## config.mk

```make
export PLATFORM = sky130hd
export DESIGN_NAME = ann_layer_sequencer_flat
export DESIGN_NICKNAME = d
export VERILOG_FILES = /design/src/rtl/ann_pkg.sv /design/src/rtl/ann_layer_sequencer_if.sv /design/src/rtl/ann_seq_addr_gen.sv /design/src/rtl/ann_layer_sequencer.sv /design/src/flat_wrapper.sv
export SDC_FILE = /design/constraint.sdc
export NUM_CORES = 1
export LEC_CHECK = 0
export ABC_AREA = 0
export CAP_MARGIN = 5
export CORE_ASPECT_RATIO = 1.1
export CORE_MARGIN = 1.5
export CORE_UTILIZATION = 48
export DETAILED_ROUTE_END_ITERATION = 6
export PLACE_DENSITY = 0.75
export SLEW_MARGIN = 20
export SYNTH_ARGS = -nofsm -noshare
export SYNTH_HDL_FRONTEND = slang
export SYNTH_SLANG_ARGS = --single-unit
```

## constraint.sdc

```tcl
create_clock -name clk -period 4.25 [get_ports clk]
set_clock_uncertainty 0.1 [all_clocks]
set_input_delay 1.0625 -clock clk [delete_from_list [all_inputs] [get_ports clk]]
set_output_delay 1.0625 -clock clk [all_outputs]
set_load 0.03 [all_outputs]
```

## src/rtl/ann_pkg.sv

```systemverilog
// ============================================================================
// Module : ann_pkg
// Brief  : Shared types and slot-timing constants for the ANN layer sequencer.
// Rev    : 1.0  initial release
// ============================================================================
`default_nettype none

package ann_pkg;

    typedef enum logic [2:0] {
        S_IDLE    = 3'd0,
        S_PRE     = 3'd1,
        S_LOAD_IN = 3'd2,
        S_GAP     = 3'd3,
        S_NEURON  = 3'd4,
        S_MAX     = 3'd5,
        S_DONE    = 3'd6
    } seq_state_t;

    // Source of the `in` bus for the current cycle
    typedef enum logic [1:0] {
        SRC_HOLD   = 2'd0,
        SRC_MEM    = 2'd1,
        SRC_BIAS_L = 2'd2,
        SRC_BIAS_H = 2'd3
    } in_src_t;

    typedef struct packed {
        logic       busy;
        logic       done;
        logic       ld_in;
        logic       ld_weight;
        logic       shift_in;
        logic       change;
        logic       ld_multiplication;
        logic       ld_bias_lsb;
        logic       ld_bias_msb;
        logic       bias_addition;
        logic       relu;
        logic       rst_sum;
        logic       ld_max_func;
        logic [3:0] neuron;
    } ann_ctl_t;

    localparam logic [3:0] MEM_SEL_INPUT = 4'hF;

    // Slot offsets for the default input count; the sequencer rebases them
    // on its own N_INPUTS, since only the tail after the MAC phase is fixed.
    localparam int DEF_N_INPUTS = 32;
    localparam int T_CHANGE     = 2*DEF_N_INPUTS + 1;
    localparam int T_BIAS_L     = T_CHANGE + 1;
    localparam int T_BIAS_H     = T_CHANGE + 2;
    localparam int T_BADD       = T_CHANGE + 3;
    localparam int T_RELU       = T_CHANGE + 5;
    localparam int T_RSUM       = T_CHANGE + 6;
    localparam int SLOT_LEN     = T_CHANGE + 7;

endpackage

`default_nettype wire

```

## src/rtl/ann_layer_sequencer_if.sv

```systemverilog
// ============================================================================
// Module : ann_seq_if
// Brief  : Memory, control and ANN strobe bundle of the layer sequencer.
// Rev    : 1.0  initial release
// ============================================================================
`default_nettype none

interface ann_seq_if #(
    parameter int DATA_W = 16,
    parameter int ADDR_W = 5
);
    logic                  start;
    logic                  abort;
    logic                  busy;
    logic                  done;
    logic                  mem_rd_en;
    logic [3:0]            mem_sel;
    logic [ADDR_W-1:0]     mem_addr;
    logic [DATA_W-1:0]     mem_rdata;
    logic [3:0]            bias_addr;
    logic [2*DATA_W-1:0]   bias_rdata;
    logic [DATA_W-1:0]     in;
    logic                  ld_in;
    logic                  ld_weight;
    logic                  shift_in;
    logic                  change;
    logic                  ld_multiplication;
    logic                  ld_bias_LSB;
    logic                  ld_bias_MSB;
    logic                  bias_addition;
    logic                  ReLU_computation;
    logic                  rst_sum;
    logic                  ld_max_func;
    logic [3:0]            ld_neuron;

    modport master (
        input  start, abort, mem_rdata, bias_rdata,
        output busy, done, mem_rd_en, mem_sel, mem_addr, bias_addr, in,
               ld_in, ld_weight, shift_in, change, ld_multiplication,
               ld_bias_LSB, ld_bias_MSB, bias_addition, ReLU_computation,
               rst_sum, ld_max_func, ld_neuron
    );

    modport slave (
        output start, abort, mem_rdata, bias_rdata,
        input  busy, done, mem_rd_en, mem_sel, mem_addr, bias_addr, in,
               ld_in, ld_weight, shift_in, change, ld_multiplication,
               ld_bias_LSB, ld_bias_MSB, bias_addition, ReLU_computation,
               rst_sum, ld_max_func, ld_neuron
    );
endinterface

`default_nettype wire

```

## src/rtl/ann_seq_addr_gen.sv

```systemverilog
// ============================================================================
// Module : ann_seq_addr_gen
// Brief  : Registered memory read port; issues reads one cycle ahead of use.
// Rev    : 1.0  initial release
// ============================================================================
`default_nettype none

module ann_seq_addr_gen #(
    parameter int N_INPUTS = 32,
    parameter int ADDR_W   = 5
) (
    input  wire logic              clk,
    input  wire logic              rst,
    input  wire logic              clear,
    input  wire logic              issue,
    input  wire logic              restart,
    input  wire logic [3:0]        bank,
    output logic                   mem_rd_en,
    output logic [3:0]             mem_sel,
    output logic [ADDR_W-1:0]      mem_addr
);
    localparam logic [ADDR_W-1:0] C_LAST = ADDR_W'(N_INPUTS - 1);

    logic [ADDR_W-1:0] r_ptr;
    logic [ADDR_W-1:0] w_addr;

    always_comb w_addr = restart ? '0 : r_ptr;

    always_ff @(posedge clk or negedge rst) begin
        if (!rst) begin
            mem_rd_en <= 1'b0;
            mem_sel   <= '0;
            mem_addr  <= '0;
            r_ptr     <= '0;
        end else if (clear) begin
            mem_rd_en <= 1'b0;
            mem_sel   <= '0;
            mem_addr  <= '0;
            r_ptr     <= '0;
        end else begin
            mem_rd_en <= issue;
            if (issue) begin
                mem_sel  <= bank;
                mem_addr <= w_addr;
                r_ptr    <= (w_addr == C_LAST) ? '0 : w_addr + 1'b1;
            end
        end
    end
endmodule

`default_nettype wire

```

## src/rtl/ann_layer_sequencer.sv

```systemverilog
// ============================================================================
// Module : ann_layer_sequencer
// Brief  : Fixed-schedule control FSM driving one ANN layer pass.
// Rev    : 1.0  initial release
// ============================================================================
`default_nettype none

module ann_layer_sequencer
    import ann_pkg::*;
#(
    parameter int N_INPUTS  = 32,
    parameter int N_NEURONS = 10,
    parameter int DATA_W    = 16,
    parameter int ADDR_W    = 5
) (
    input  wire logic  clk,
    input  wire logic  rst,
    ann_seq_if.master  bus
);
    localparam int T_W   = $clog2(2*N_INPUTS + 8);
    localparam int C_OFS = 2*N_INPUTS + 1 - T_CHANGE;

    localparam logic [T_W-1:0] C_T_MAC_END  = T_W'(2*N_INPUTS);
    localparam logic [T_W-1:0] C_T_SRC_END  = T_W'(2*N_INPUTS - 1);
    localparam logic [T_W-1:0] C_T_ISS_END  = T_W'(2*N_INPUTS - 2);
    localparam logic [T_W-1:0] C_T_BIAS_L   = T_W'(T_BIAS_L + C_OFS);
    localparam logic [T_W-1:0] C_T_BIAS_H   = T_W'(T_BIAS_H + C_OFS);
    localparam logic [T_W-1:0] C_T_BADD     = T_W'(T_BADD + C_OFS);
    localparam logic [T_W-1:0] C_T_RELU     = T_W'(T_RELU + C_OFS);
    localparam logic [T_W-1:0] C_T_RSUM     = T_W'(T_RSUM + C_OFS);
    localparam logic [T_W-1:0] C_T_SLOT_END = T_W'(SLOT_LEN + C_OFS - 1);
    localparam logic [T_W-1:0] C_T_LOAD_END = T_W'(N_INPUTS - 1);
    localparam logic [3:0]     C_K_LAST     = 4'(N_NEURONS - 1);

    seq_state_t      r_state, w_nxt_state;
    logic [T_W-1:0]  r_t, w_nxt_t;
    logic [3:0]      r_k, w_nxt_k;
    ann_ctl_t        r_ctl, w_ctl;
    in_src_t         r_src, w_src;
    logic [DATA_W-1:0] r_in_last, w_in;
    logic            w_issue, w_restart;
    logic [3:0]      w_bank;

    always_comb begin
        w_nxt_state = r_state;
        w_nxt_t     = r_t + 1'b1;
        w_nxt_k     = r_k;
        case (r_state)
            S_IDLE: begin
                w_nxt_t = '0;
                w_nxt_k = '0;
                if (bus.start) w_nxt_state = S_PRE;
            end
            S_PRE: begin
                w_nxt_state = S_LOAD_IN;
                w_nxt_t     = '0;
            end
            S_LOAD_IN: if (r_t == C_T_LOAD_END) begin
                w_nxt_state = S_GAP;
                w_nxt_t     = '0;
            end
            S_GAP: begin
                w_nxt_state = S_NEURON;
                w_nxt_t     = '0;
                w_nxt_k     = '0;
            end
            S_NEURON: if (r_t == C_T_SLOT_END) begin
                w_nxt_t = '0;
                if (r_k == C_K_LAST) w_nxt_state = S_MAX;
                else                 w_nxt_k     = r_k + 4'd1;
            end
            S_MAX: begin
                w_nxt_state = S_DONE;
                w_nxt_t     = '0;
            end
            default: begin
                w_nxt_state = S_IDLE;
                w_nxt_t     = '0;
                w_nxt_k     = '0;
            end
        endcase
        if (bus.abort) begin
            w_nxt_state = S_IDLE;
            w_nxt_t     = '0;
            w_nxt_k     = '0;
        end
    end

    // Outputs are decoded from the next state so they register in step with it
    always_comb begin
        w_ctl     = '0;
        w_src     = SRC_HOLD;
        w_issue   = 1'b0;
        w_restart = 1'b0;
        w_bank    = '0;
        case (w_nxt_state)
            S_PRE: begin
                w_ctl.busy = 1'b1;
                w_issue    = 1'b1;
                w_restart  = 1'b1;
                w_bank     = MEM_SEL_INPUT;
            end
            S_LOAD_IN: begin
                w_ctl.busy  = 1'b1;
                w_ctl.ld_in = 1'b1;
                w_src       = SRC_MEM;
                w_issue     = (w_nxt_t != C_T_LOAD_END);
                w_bank      = MEM_SEL_INPUT;
            end
            S_GAP: begin
                w_ctl.busy = 1'b1;
                w_issue    = 1'b1;
                w_restart  = 1'b1;
            end
            S_NEURON: begin
                w_ctl.busy   = 1'b1;
                w_ctl.neuron = w_nxt_k;
                w_bank       = w_nxt_k;
                if (w_nxt_t <= C_T_MAC_END) begin
                    w_ctl.ld_weight         = 1'b1;
                    w_ctl.ld_multiplication = 1'b1;
                    w_ctl.shift_in          = (w_nxt_t >= T_W'(2));
                end else begin
                    w_ctl.change = 1'b1;
                end
                if (!w_nxt_t[0] && w_nxt_t < C_T_SRC_END) w_src   = SRC_MEM;
                if (w_nxt_t[0] && w_nxt_t < C_T_ISS_END)  w_issue = 1'b1;
                if (w_nxt_t == C_T_BIAS_L) begin
                    w_ctl.ld_bias_lsb = 1'b1;
                    w_src             = SRC_BIAS_L;
                end
                if (w_nxt_t == C_T_BIAS_H) begin
                    w_ctl.ld_bias_msb = 1'b1;
                    w_src             = SRC_BIAS_H;
                end
                w_ctl.bias_addition = (w_nxt_t == C_T_BADD);
                w_ctl.relu          = (w_nxt_t == C_T_RELU);
                w_ctl.rst_sum       = (w_nxt_t == C_T_RSUM);
                // Last slot cycle prefetches weight 0 of the following neuron
                if (w_nxt_t == C_T_SLOT_END && w_nxt_k != C_K_LAST) begin
                    w_issue   = 1'b1;
                    w_restart = 1'b1;
                    w_bank    = w_nxt_k + 4'd1;
                end
            end
            S_MAX: begin
                w_ctl.busy        = 1'b1;
                w_ctl.ld_max_func = 1'b1;
            end
            S_DONE: begin
                w_ctl.busy = 1'b1;
                w_ctl.done = 1'b1;
            end
            default: ;
        endcase
    end

    always_comb begin
        case (r_src)
            SRC_MEM:    w_in = bus.mem_rdata;
            SRC_BIAS_L: w_in = bus.bias_rdata[DATA_W-1:0];
            SRC_BIAS_H: w_in = bus.bias_rdata[2*DATA_W-1:DATA_W];
            default:    w_in = r_in_last;
        endcase
    end

    always_ff @(posedge clk or negedge rst) begin
        if (!rst) begin
            r_state   <= S_IDLE;
            r_t       <= '0;
            r_k       <= '0;
            r_ctl     <= '0;
            r_src     <= SRC_HOLD;
            r_in_last <= '0;
        end else begin
            r_state   <= w_nxt_state;
            r_t       <= w_nxt_t;
            r_k       <= w_nxt_k;
            r_ctl     <= w_ctl;
            r_src     <= w_src;
            r_in_last <= bus.abort ? '0 : w_in;
        end
    end

    ann_seq_addr_gen #(
        .N_INPUTS (N_INPUTS),
        .ADDR_W   (ADDR_W)
    ) u_addr_gen (
        .clk       (clk),
        .rst       (rst),
        .clear     (w_nxt_state == S_IDLE),
        .issue     (w_issue),
        .restart   (w_restart),
        .bank      (w_bank),
        .mem_rd_en (bus.mem_rd_en),
        .mem_sel   (bus.mem_sel),
        .mem_addr  (bus.mem_addr)
    );

    assign bus.in                = w_in;
    assign bus.busy              = r_ctl.busy;
    assign bus.done              = r_ctl.done;
    assign bus.ld_in             = r_ctl.ld_in;
    assign bus.ld_weight         = r_ctl.ld_weight;
    assign bus.shift_in          = r_ctl.shift_in;
    assign bus.change            = r_ctl.change;
    assign bus.ld_multiplication = r_ctl.ld_multiplication;
    assign bus.ld_bias_LSB       = r_ctl.ld_bias_lsb;
    assign bus.ld_bias_MSB       = r_ctl.ld_bias_msb;
    assign bus.bias_addition     = r_ctl.bias_addition;
    assign bus.ReLU_computation  = r_ctl.relu;
    assign bus.rst_sum           = r_ctl.rst_sum;
    assign bus.ld_max_func       = r_ctl.ld_max_func;
    assign bus.ld_neuron         = r_ctl.neuron;
    assign bus.bias_addr         = r_ctl.neuron;
endmodule

`default_nettype wire

```

## src/flat_wrapper.sv

```systemverilog
// flat-port wrapper written by rule: the top's interface ports become plain ports
module ann_layer_sequencer_flat import ann_pkg::*;
#(
    parameter int N_INPUTS  = 32,
    parameter int N_NEURONS = 10,
    parameter int DATA_W    = 16,
    parameter int ADDR_W    = 5
)
  (clk, rst, bus_start, bus_abort, bus_mem_rdata, bus_bias_rdata, bus_busy, bus_done, bus_mem_rd_en, bus_mem_sel, bus_mem_addr, bus_bias_addr, bus_in, bus_ld_in, bus_ld_weight, bus_shift_in, bus_change, bus_ld_multiplication, bus_ld_bias_LSB, bus_ld_bias_MSB, bus_bias_addition, bus_ReLU_computation, bus_rst_sum, bus_ld_max_func, bus_ld_neuron);
  ann_seq_if #(.DATA_W(DATA_W), .ADDR_W(ADDR_W)) bus_i ();
  input  wire logic clk;
  input  wire logic rst;
  input wire logic [$bits(bus_i.start)-1:0] bus_start;
  input wire logic [$bits(bus_i.abort)-1:0] bus_abort;
  input wire logic [$bits(bus_i.mem_rdata)-1:0] bus_mem_rdata;
  input wire logic [$bits(bus_i.bias_rdata)-1:0] bus_bias_rdata;
  output wire logic [$bits(bus_i.busy)-1:0] bus_busy;
  output wire logic [$bits(bus_i.done)-1:0] bus_done;
  output wire logic [$bits(bus_i.mem_rd_en)-1:0] bus_mem_rd_en;
  output wire logic [$bits(bus_i.mem_sel)-1:0] bus_mem_sel;
  output wire logic [$bits(bus_i.mem_addr)-1:0] bus_mem_addr;
  output wire logic [$bits(bus_i.bias_addr)-1:0] bus_bias_addr;
  output wire logic [$bits(bus_i.in)-1:0] bus_in;
  output wire logic [$bits(bus_i.ld_in)-1:0] bus_ld_in;
  output wire logic [$bits(bus_i.ld_weight)-1:0] bus_ld_weight;
  output wire logic [$bits(bus_i.shift_in)-1:0] bus_shift_in;
  output wire logic [$bits(bus_i.change)-1:0] bus_change;
  output wire logic [$bits(bus_i.ld_multiplication)-1:0] bus_ld_multiplication;
  output wire logic [$bits(bus_i.ld_bias_LSB)-1:0] bus_ld_bias_LSB;
  output wire logic [$bits(bus_i.ld_bias_MSB)-1:0] bus_ld_bias_MSB;
  output wire logic [$bits(bus_i.bias_addition)-1:0] bus_bias_addition;
  output wire logic [$bits(bus_i.ReLU_computation)-1:0] bus_ReLU_computation;
  output wire logic [$bits(bus_i.rst_sum)-1:0] bus_rst_sum;
  output wire logic [$bits(bus_i.ld_max_func)-1:0] bus_ld_max_func;
  output wire logic [$bits(bus_i.ld_neuron)-1:0] bus_ld_neuron;
  assign bus_i.start = bus_start;
  assign bus_i.abort = bus_abort;
  assign bus_i.mem_rdata = bus_mem_rdata;
  assign bus_i.bias_rdata = bus_bias_rdata;
  assign bus_busy = bus_i.busy;
  assign bus_done = bus_i.done;
  assign bus_mem_rd_en = bus_i.mem_rd_en;
  assign bus_mem_sel = bus_i.mem_sel;
  assign bus_mem_addr = bus_i.mem_addr;
  assign bus_bias_addr = bus_i.bias_addr;
  assign bus_in = bus_i.in;
  assign bus_ld_in = bus_i.ld_in;
  assign bus_ld_weight = bus_i.ld_weight;
  assign bus_shift_in = bus_i.shift_in;
  assign bus_change = bus_i.change;
  assign bus_ld_multiplication = bus_i.ld_multiplication;
  assign bus_ld_bias_LSB = bus_i.ld_bias_LSB;
  assign bus_ld_bias_MSB = bus_i.ld_bias_MSB;
  assign bus_bias_addition = bus_i.bias_addition;
  assign bus_ReLU_computation = bus_i.ReLU_computation;
  assign bus_rst_sum = bus_i.rst_sum;
  assign bus_ld_max_func = bus_i.ld_max_func;
  assign bus_ld_neuron = bus_i.ld_neuron;
  ann_layer_sequencer #(.N_INPUTS(N_INPUTS), .N_NEURONS(N_NEURONS), .DATA_W(DATA_W), .ADDR_W(ADDR_W)) u_core (.clk(clk), .rst(rst), .bus(bus_i));
endmodule
```

==> flow_summary.ini, run 1 <==
[status]
run_status = finished, final reports clean

[detailed_routing]
via_per_inst = 5.75
dr.pass1.iters = 4
vias = 3073
drt-total-wl_um = 9100
drtAntennaViolNets = 0
first_iter_violations = 93
drc = 0
post_drt_wl_per_cell_um = 17.0

[critical_path]
timing.critical_path.arrival_ps = 4270
required_ps = 4440
r2r_slack_ps = 530
endpoint_kind = flop
crit_fanout = 7
path_cells = clkdlybuf4s50_1 > buf_4 > nor4b_4 > buf_4 > nand4_1 > o211a_1 > ha_1 > inv_1 > a211o_1 > a22oi_4 > and2_1 > ha_1 > and4_1 > ha_2 > or3_1 > a21oi_1 > o21a_1
cpPeakStageDelay_ps = 420
worstRegToRegCells = 16
critPathKind = in -> reg
cp-startpoint = bus_abort
start_kind = primary input
rr_endpoint = u_core.u_addr_gen.r_ptr[3]
r2r-start = u_core.r_t[0]
crit_slowest_cell = clkdlybuf4s50_1
worstSetupEndpoint = u_core.u_addr_gen.r_ptr[3]

[logic_synthesis]
yosys.area_share.xor_xnor_pct = 1.43
synthSimpleGateAreaFrac_pct = 22.7
synth_flop_cell = dfrtp_1
synthAdderAreaFrac_pct = 2.38
synth_top_family_by_area = simple AND/OR/NAND/NOR gates
async_reset_ff_share_pct = 100
yosysWarnings = 0
ys_seq_elements = 63
synth_compound_area_share_pct = 12.9
postSynthCellCount = 328
synthMuxAreaShare_pct = 11.8
syn_avg_cell_area_um2 = 11.2
synth_area_mm2 = 0.00367
synth-seq-area-share_pct = 42.9
syn_nets = 387
synth_edf_count = 0
ys_types = 72

[global_route]
grt_pass1_vias = 3174
overflow = 0
grtUsageTotal_pct = 23.8
antenna_found_initial = 0
grt_max_degree = 41
grt_pass1_wl_um = 14900

[sta]
hold_slack_ps = 435
tightestPinTransition_ps = 805
period_needed_ps = 4080
fmax_mhz = 245
setup_violations = 0
hold_viol_final = 0
slew_headroom_pct = 46.0
fin_crit_sh_pct = 95.9
slew_violations = 0

[cts]
clock_sinks = 63
cts_tree = yes
cts.reportedPaths.clkPinSlew_ps = 70
cts-buffers-inserted = 9
htreeDepth = 3
clockRootBuffer = clkbuf_8
clk_latency_ps = 350
cts_hold_buffers = 0
cts_buffer_depth = 2

[die]
initial_utilization_pct = 49.4
core_mm2 = 0.00743
ios = 99
fp.dieW_um = 86.4
die_h_um = 94.8
die_area_mm2 = 0.00819
rows = 33

[power]
leakage_nw = 2.12
power_density_mw_per_mm2 = 308
peakVddDrop_mv = 0.161

[finish]
antennaDiodeCount = 0
drive_gt1_share_pct = 19.0
syn_to_final_growth_pct = 37.7
final_area_mm2 = 0.00506
layout.nets = 502

[place]
portBuffers = 98
place_area_mm2 = 0.00479
place_congestion = 0.850
post-dp-hpwl_um = 6730

[worst_hold_path]
hold_class = reg -> reg

[job]
maxCapViolCount = 0
cell type report:
type / instances / area, µm²
inverter: 14 / 52.6
fill: 560 / 2370
clock buffer: 9 / 124
sequential: 63 / 1580
clock inverter: 6 / 110
multi-input combinational: 229 / 1900
tap: 87 / 109
timing repair buffer: 126 / 1190
cell usage in the layout, fill, tap and decap left out, drive strengths merged, types with 4 or more instances in the layout:
master,Yosys,final
o21ai,12,12
o31ai,4,4
clkdlybuf4s50,0,97
o311ai,4,4
nand2b,8,8
nand3,18,18
mux4,16,16
mux2i,6,6
ha,7,7
a21boi,7,7
nor2,21,21
xnor2,4,4
buf,16,29
clkbuf,6,9
nor3,6,6
and2,7,7
or3,4,4
nand4,8,8
inv,14,14
nand2,19,19
nor2b,18,18
dfrtp,63,63
a21oi,6,6
stage by stage:
stage	std cells	utilization [%]	worst slack (ps)	total power [mW]	TNS, ps
2_1_floorplan	328	-	102	0.814	0
3_3_place_gp	517	64.4	-195	0.942	-257
3_5_place_dp	517	64.4	-251	0.946	-532
4_1_cts	532	67.6	107	1.57	0
5_1_grt	534	68.1	-7.70	1.62	-7.70
6_report	534	68.1	173	1.56	0
critical path: cells and delay by family:
| kind | cells | cell delay, ps |
|---|---|---|
| AND/OR/NAND/NOR | 5 | 1040 |
| buffers and inverters | 4 | 840 |
| AO/OA/AOI/OAI | 5 | 760 |
| adder cells (fa/ha/maj) | 3 | 570 |
cells by family (layout without fill, tap and decap cells):
kind of cell    Yosys count  in the layout
simple gates            134            134
flops                    63             63
compound gates           59             59
buf+inv                  36            155
mux                      23             23
fa+ha+maj                 7              7
xor+xnor                  6              6
synth_stat cells (all sizes together) (2+ instances only):
| cell | number | share of area, % |
|---|---|---|
| a211o | 2 | 0.48 |
| a21bo | 2 | 0.54 |
| a21boi | 7 | 1.5 |
| a21o | 2 | 0.41 |
| a21oi | 6 | 0.82 |
| a22oi | 2 | 1.2 |
| a31oi | 3 | 0.51 |
| and2 | 7 | 1.2 |
| and3 | 3 | 0.51 |
| and3b | 2 | 0.48 |
| and4 | 2 | 0.48 |
| buf | 16 | 3.8 |
| clkbuf | 6 | 0.61 |
| dfrtp | 63 | 43 |
| ha | 7 | 2.4 |
| inv | 14 | 1.4 |
| mux2i | 6 | 1.6 |
| mux4 | 16 | 9.8 |
| nand2 | 19 | 2.0 |
| nand2b | 8 | 1.4 |
| nand3 | 18 | 2.6 |
| nand3b | 3 | 0.72 |
| nand4 | 8 | 1.5 |
| nor2 | 21 | 2.2 |
| nor2b | 18 | 3.1 |
| nor3 | 6 | 1.1 |
| nor3b | 2 | 0.41 |
| nor4 | 3 | 1.1 |
| nor4b | 3 | 1.5 |
| o211ai | 3 | 0.61 |
| o21a | 2 | 0.41 |
| o21ai | 12 | 1.7 |
| o311ai | 4 | 0.95 |
| o31ai | 4 | 1.1 |
| or2 | 2 | 0.34 |
| or3 | 4 | 0.82 |
| or3b | 2 | 0.54 |
| xnor2 | 4 | 0.95 |
| xor2 | 2 | 0.48 |
per-layer routing:
metal  wire, µm  global-route usage (%)
met2       4440                    39.2
met1       3730                    28.2
met4        389                    14.5
met3        546                    5.51
met5          0                       0
worst min path at each step:
stage	from	endpoint	slack (ps)	cells after the start
2_1_floorplan	u_core.u_addr_gen.r_ptr[4]	u_core.u_addr_gen.mem_addr[4]	420	2
3_3_place_gp	u_core.u_addr_gen.mem_sel[3]	u_core.u_addr_gen.mem_sel[3]	420	2
3_5_place_dp	u_core.u_addr_gen.mem_sel[2]	u_core.u_addr_gen.mem_sel[2]	420	2
4_1_cts	u_core.u_addr_gen.mem_sel[2]	u_core.u_addr_gen.mem_sel[2]	440	2
5_1_grt	u_core.u_addr_gen.mem_sel[2]	u_core.u_addr_gen.mem_sel[2]	460	2
6_report	u_core.u_addr_gen.mem_sel[0]	u_core.u_addr_gen.mem_sel[0]	440	2
power by group:
| part | total, mW | leakage, nW | switching (mW) | internal (mW) |
|---|---|---|---|---|
| logic | 0.288 | 1.14 | 0.141 | 0.147 |
| registers | 0.648 | 0.870 | 0.0252 | 0.623 |
| clock network | 0.624 | 0.111 | 0.239 | 0.385 |
| total | 1.56 | 2.12 | 0.406 | 1.15 |
registers in the layout, indices dropped and copies added (netlist names), 2 cells and up:
register	flops
u_core.bus.bias_addr	4
u_core.r_in_last	16
u_core.r_k	4
u_core.r_src	2
u_core.r_state	3
u_core.r_t	7
u_core.u_addr_gen.mem_addr	5
u_core.u_addr_gen.mem_sel	4
u_core.u_addr_gen.r_ptr	5
timing repair:
action / 4_1_cts / 5_1_grt
buffers inserted: 0 / 2
resized for setup: 0 / 5
endpoints found under the setup margin: 0 / 2
Note: power is estimated with default switching activity, not from simulation.
==> run 2, diff against run 1 <==
Settings changed: CELL_PAD_IN_SITES_DETAIL_PLACEMENT set to 0, CELL_PAD_IN_SITES_GLOBAL_PLACEMENT set to 1, CORE_UTILIZATION 48 to 38, PLACE_DENSITY 0.75 to 0.77.
==> run 2 against run 1 <==
Non-clock buffer count up 1. Final cell count increased by 5.8%. Sequential share of layout area is essentially flat. Utilization decreased by 14 points. Via count down 2.1%. Setup slack worse by 44 ps. Maximum frequency fell by 1.1%. Clock power is 16% lower. Sequential cell count stayed put. Count of clock-buffer cells in the layout increased by 3. Global-route usage fell by 5.2 points. Hold slack got worse by 3.4 ps.
==> flow_summary.ini, run 2 (same netlist as run 1, synthesis figures left out) <==
[status]
run_status = finished, final reports clean

[sta]
slew_violations = 0
tns_ps = 0
period_needed_ps = 4120
fin_crit_sh_pct = 97.0
tightestPinTransition_ps = 777
hold_viol_final = 0
setup_violations = 0
slew_headroom_pct = 48.2
fmax_mhz = 243
setup_ws_ps = 129

[cts]
htreeDepth = 3
clockRootBuffer = clkbuf_8
cts_hold_buffers = 0
cts_tree = yes
cts-buffers-inserted = 9
clock_sinks = 63
clk_latency_ps = 330
cts_buffer_depth = 2
cts.reportedPaths.clkPinSlew_ps = 70

[critical_path]
critPathKind = in -> reg
crit_slowest_cell = clkdlybuf4s50_1
required_ps = 4420
crit_fanout = 8
timing.critical_path.arrival_ps = 4300
path_cells = clkdlybuf4s50_1 > buf_4 > or2_1 > nor4_1 > o311ai_0 > nor4_2 > buf_4 > a22oi_4 > and2_1 > ha_1 > and4_1 > ha_2 > or3_1 > a21oi_1 > o21a_1
crit_top_cell = buf_4
start_kind = primary input
cpPeakStageDelay_ps = 420
endpoint_kind = flop
path_delay_family = simple AND/OR/NAND/NOR gates
timing.critical_path.buf_inv = 3

[global_route]
grt.met1_usage_pct = 22.8
grtUsageTotal_pct = 18.6
met2_usage_pct = 32.2
grt_max_degree = 34
grt_pass1_vias = 3111
met3_usage_pct = 4.34
antenna_found_initial = 0
top_usage_layer = met2
grt_pass1_wl_um = 15200
overflow = 0

[power]
peakVddDrop_mv = 0.128
leakage_nw = 2.12
total_power_mw = 1.46
power_density_mw_per_mm2 = 289

[die]
rows = 37
initial_utilization_pct = 39.1
die_h_um = 106
core_mm2 = 0.00940
die_area_mm2 = 0.0103
fp.dieW_um = 96.7
ios = 99

[finish]
fin_util_pct = 53.8
final_common_cell = clkdlybuf4s50_1
layout.nets = 503
fillers = 859
largest_reg_flops = 16
biggestRegsByFlops = u_core.r_in_last: 16 flops, u_core.r_t: 7 flops
final_area_mm2 = 0.00506
drive_gt1_share_pct = 19.0
mostFrequentLayoutCells = clkdlybuf4s50_1, dfrtp_1, buf_4, nor2_1
regMostFlops = u_core.r_in_last
antennaDiodeCount = 0
syn_to_final_growth_pct = 37.7

[detailed_routing]
post_drt_wl_per_cell_um = 16.4
drc = 0
dr.pass1.iters = 4
drtAntennaViolNets = 0
vias = 3008
first_iter_violations = 116
via_per_inst = 5.32
drt-total-wl_um = 9280

[place]
place_area_mm2 = 0.00484
post-dp-hpwl_um = 7040
place_ws_ps = -243
place_congestion = 0.903
portBuffers = 98

[job]
maxCapViolCount = 0

[worst_hold_path]
hold_class = reg -> reg
[run 2: cell types whose count changed in the layout (fill, tap and decap cells not counted), sizes merged]
cell / before / now
clkbuf: 9 / 12
buf: 29 / 30
bufinv: 3 / 1
clkinvlp: 2 / 1
[run 2: final timing paths]
check	from	to	slack, ps	cells after the start
max	bus_abort	u_core.u_addr_gen.r_ptr[3]	130	15
min	u_core.u_addr_gen.mem_sel[1]	u_core.u_addr_gen.mem_sel[1]	430	2
max reg2reg	u_core.r_t[0]	u_core.u_addr_gen.r_ptr[3]	480	16
min reg2reg	u_core.u_addr_gen.mem_sel[1]	u_core.u_addr_gen.mem_sel[1]	430	2
max in group asynchronous	rst	u_core.r_in_last[13]	2450	2
min in group asynchronous	rst	u_core.r_t[5]	710	1
[run 2: power breakdown]
group / internal, mW / total, mW / switching (mW)
logic: 0.148 / 0.291 / 0.143
registers: 0.623 / 0.649 / 0.0262
clock network: 0.299 / 0.523 / 0.224
total: 1.07 / 1.46 / 0.393
[run 2: layout make-up]
class / instances / area (µm²) / area share [%]
clock buffers: 12 / 155 / 3.07
inverters: 14 / 52.6 / 1.04
flip-flops and latches: 63 / 1580 / 31.2
clock inverters: 3 / 42.5 / 0.841
well taps: 117 / 146 / 2.89
multi-input cells: 229 / 1890 / 37.4
repair buffers: 127 / 1190 / 23.6
[run 2: through the flow]
step	hold WS, ps	instances
floorplan	421	328
global placement	419	549
detailed placement	423	549
CTS	433	564
global route	454	565
finish	432	565
[run 2: what timing repair did]
item                                    in CTS  in global routing
endpoints found under the setup margin       0                  1
setup buffers                                0                  1
resized for setup                            0                  3
hold endpoints to repair                     0                  0
[run 2: metal layers]
layer  share of wire (%)  routed length (µm)
met1                  44                4090
met5                   0                   0
met2                  50                4670
met4                 1.5                 142
met3                 4.0                 372
[run 2: worst register-to-register path, delay by kind of cell, from the launching register on]
| kind | cells | cell delay (ps) |
|---|---|---|
| buf+inv | 2 | 130 |
| simple gates | 4 | 690 |
| compound gates | 6 | 1410 |
| fa+ha+maj | 4 | 840 |
| flops | 1 | 500 |
==> run 3, diff against run 2 <==
Settings changed: HOLD_SLACK_MARGIN set to 0.05.
==> results of run 3 <==
Final layout, timing and power as in run 2 (identical DEF).
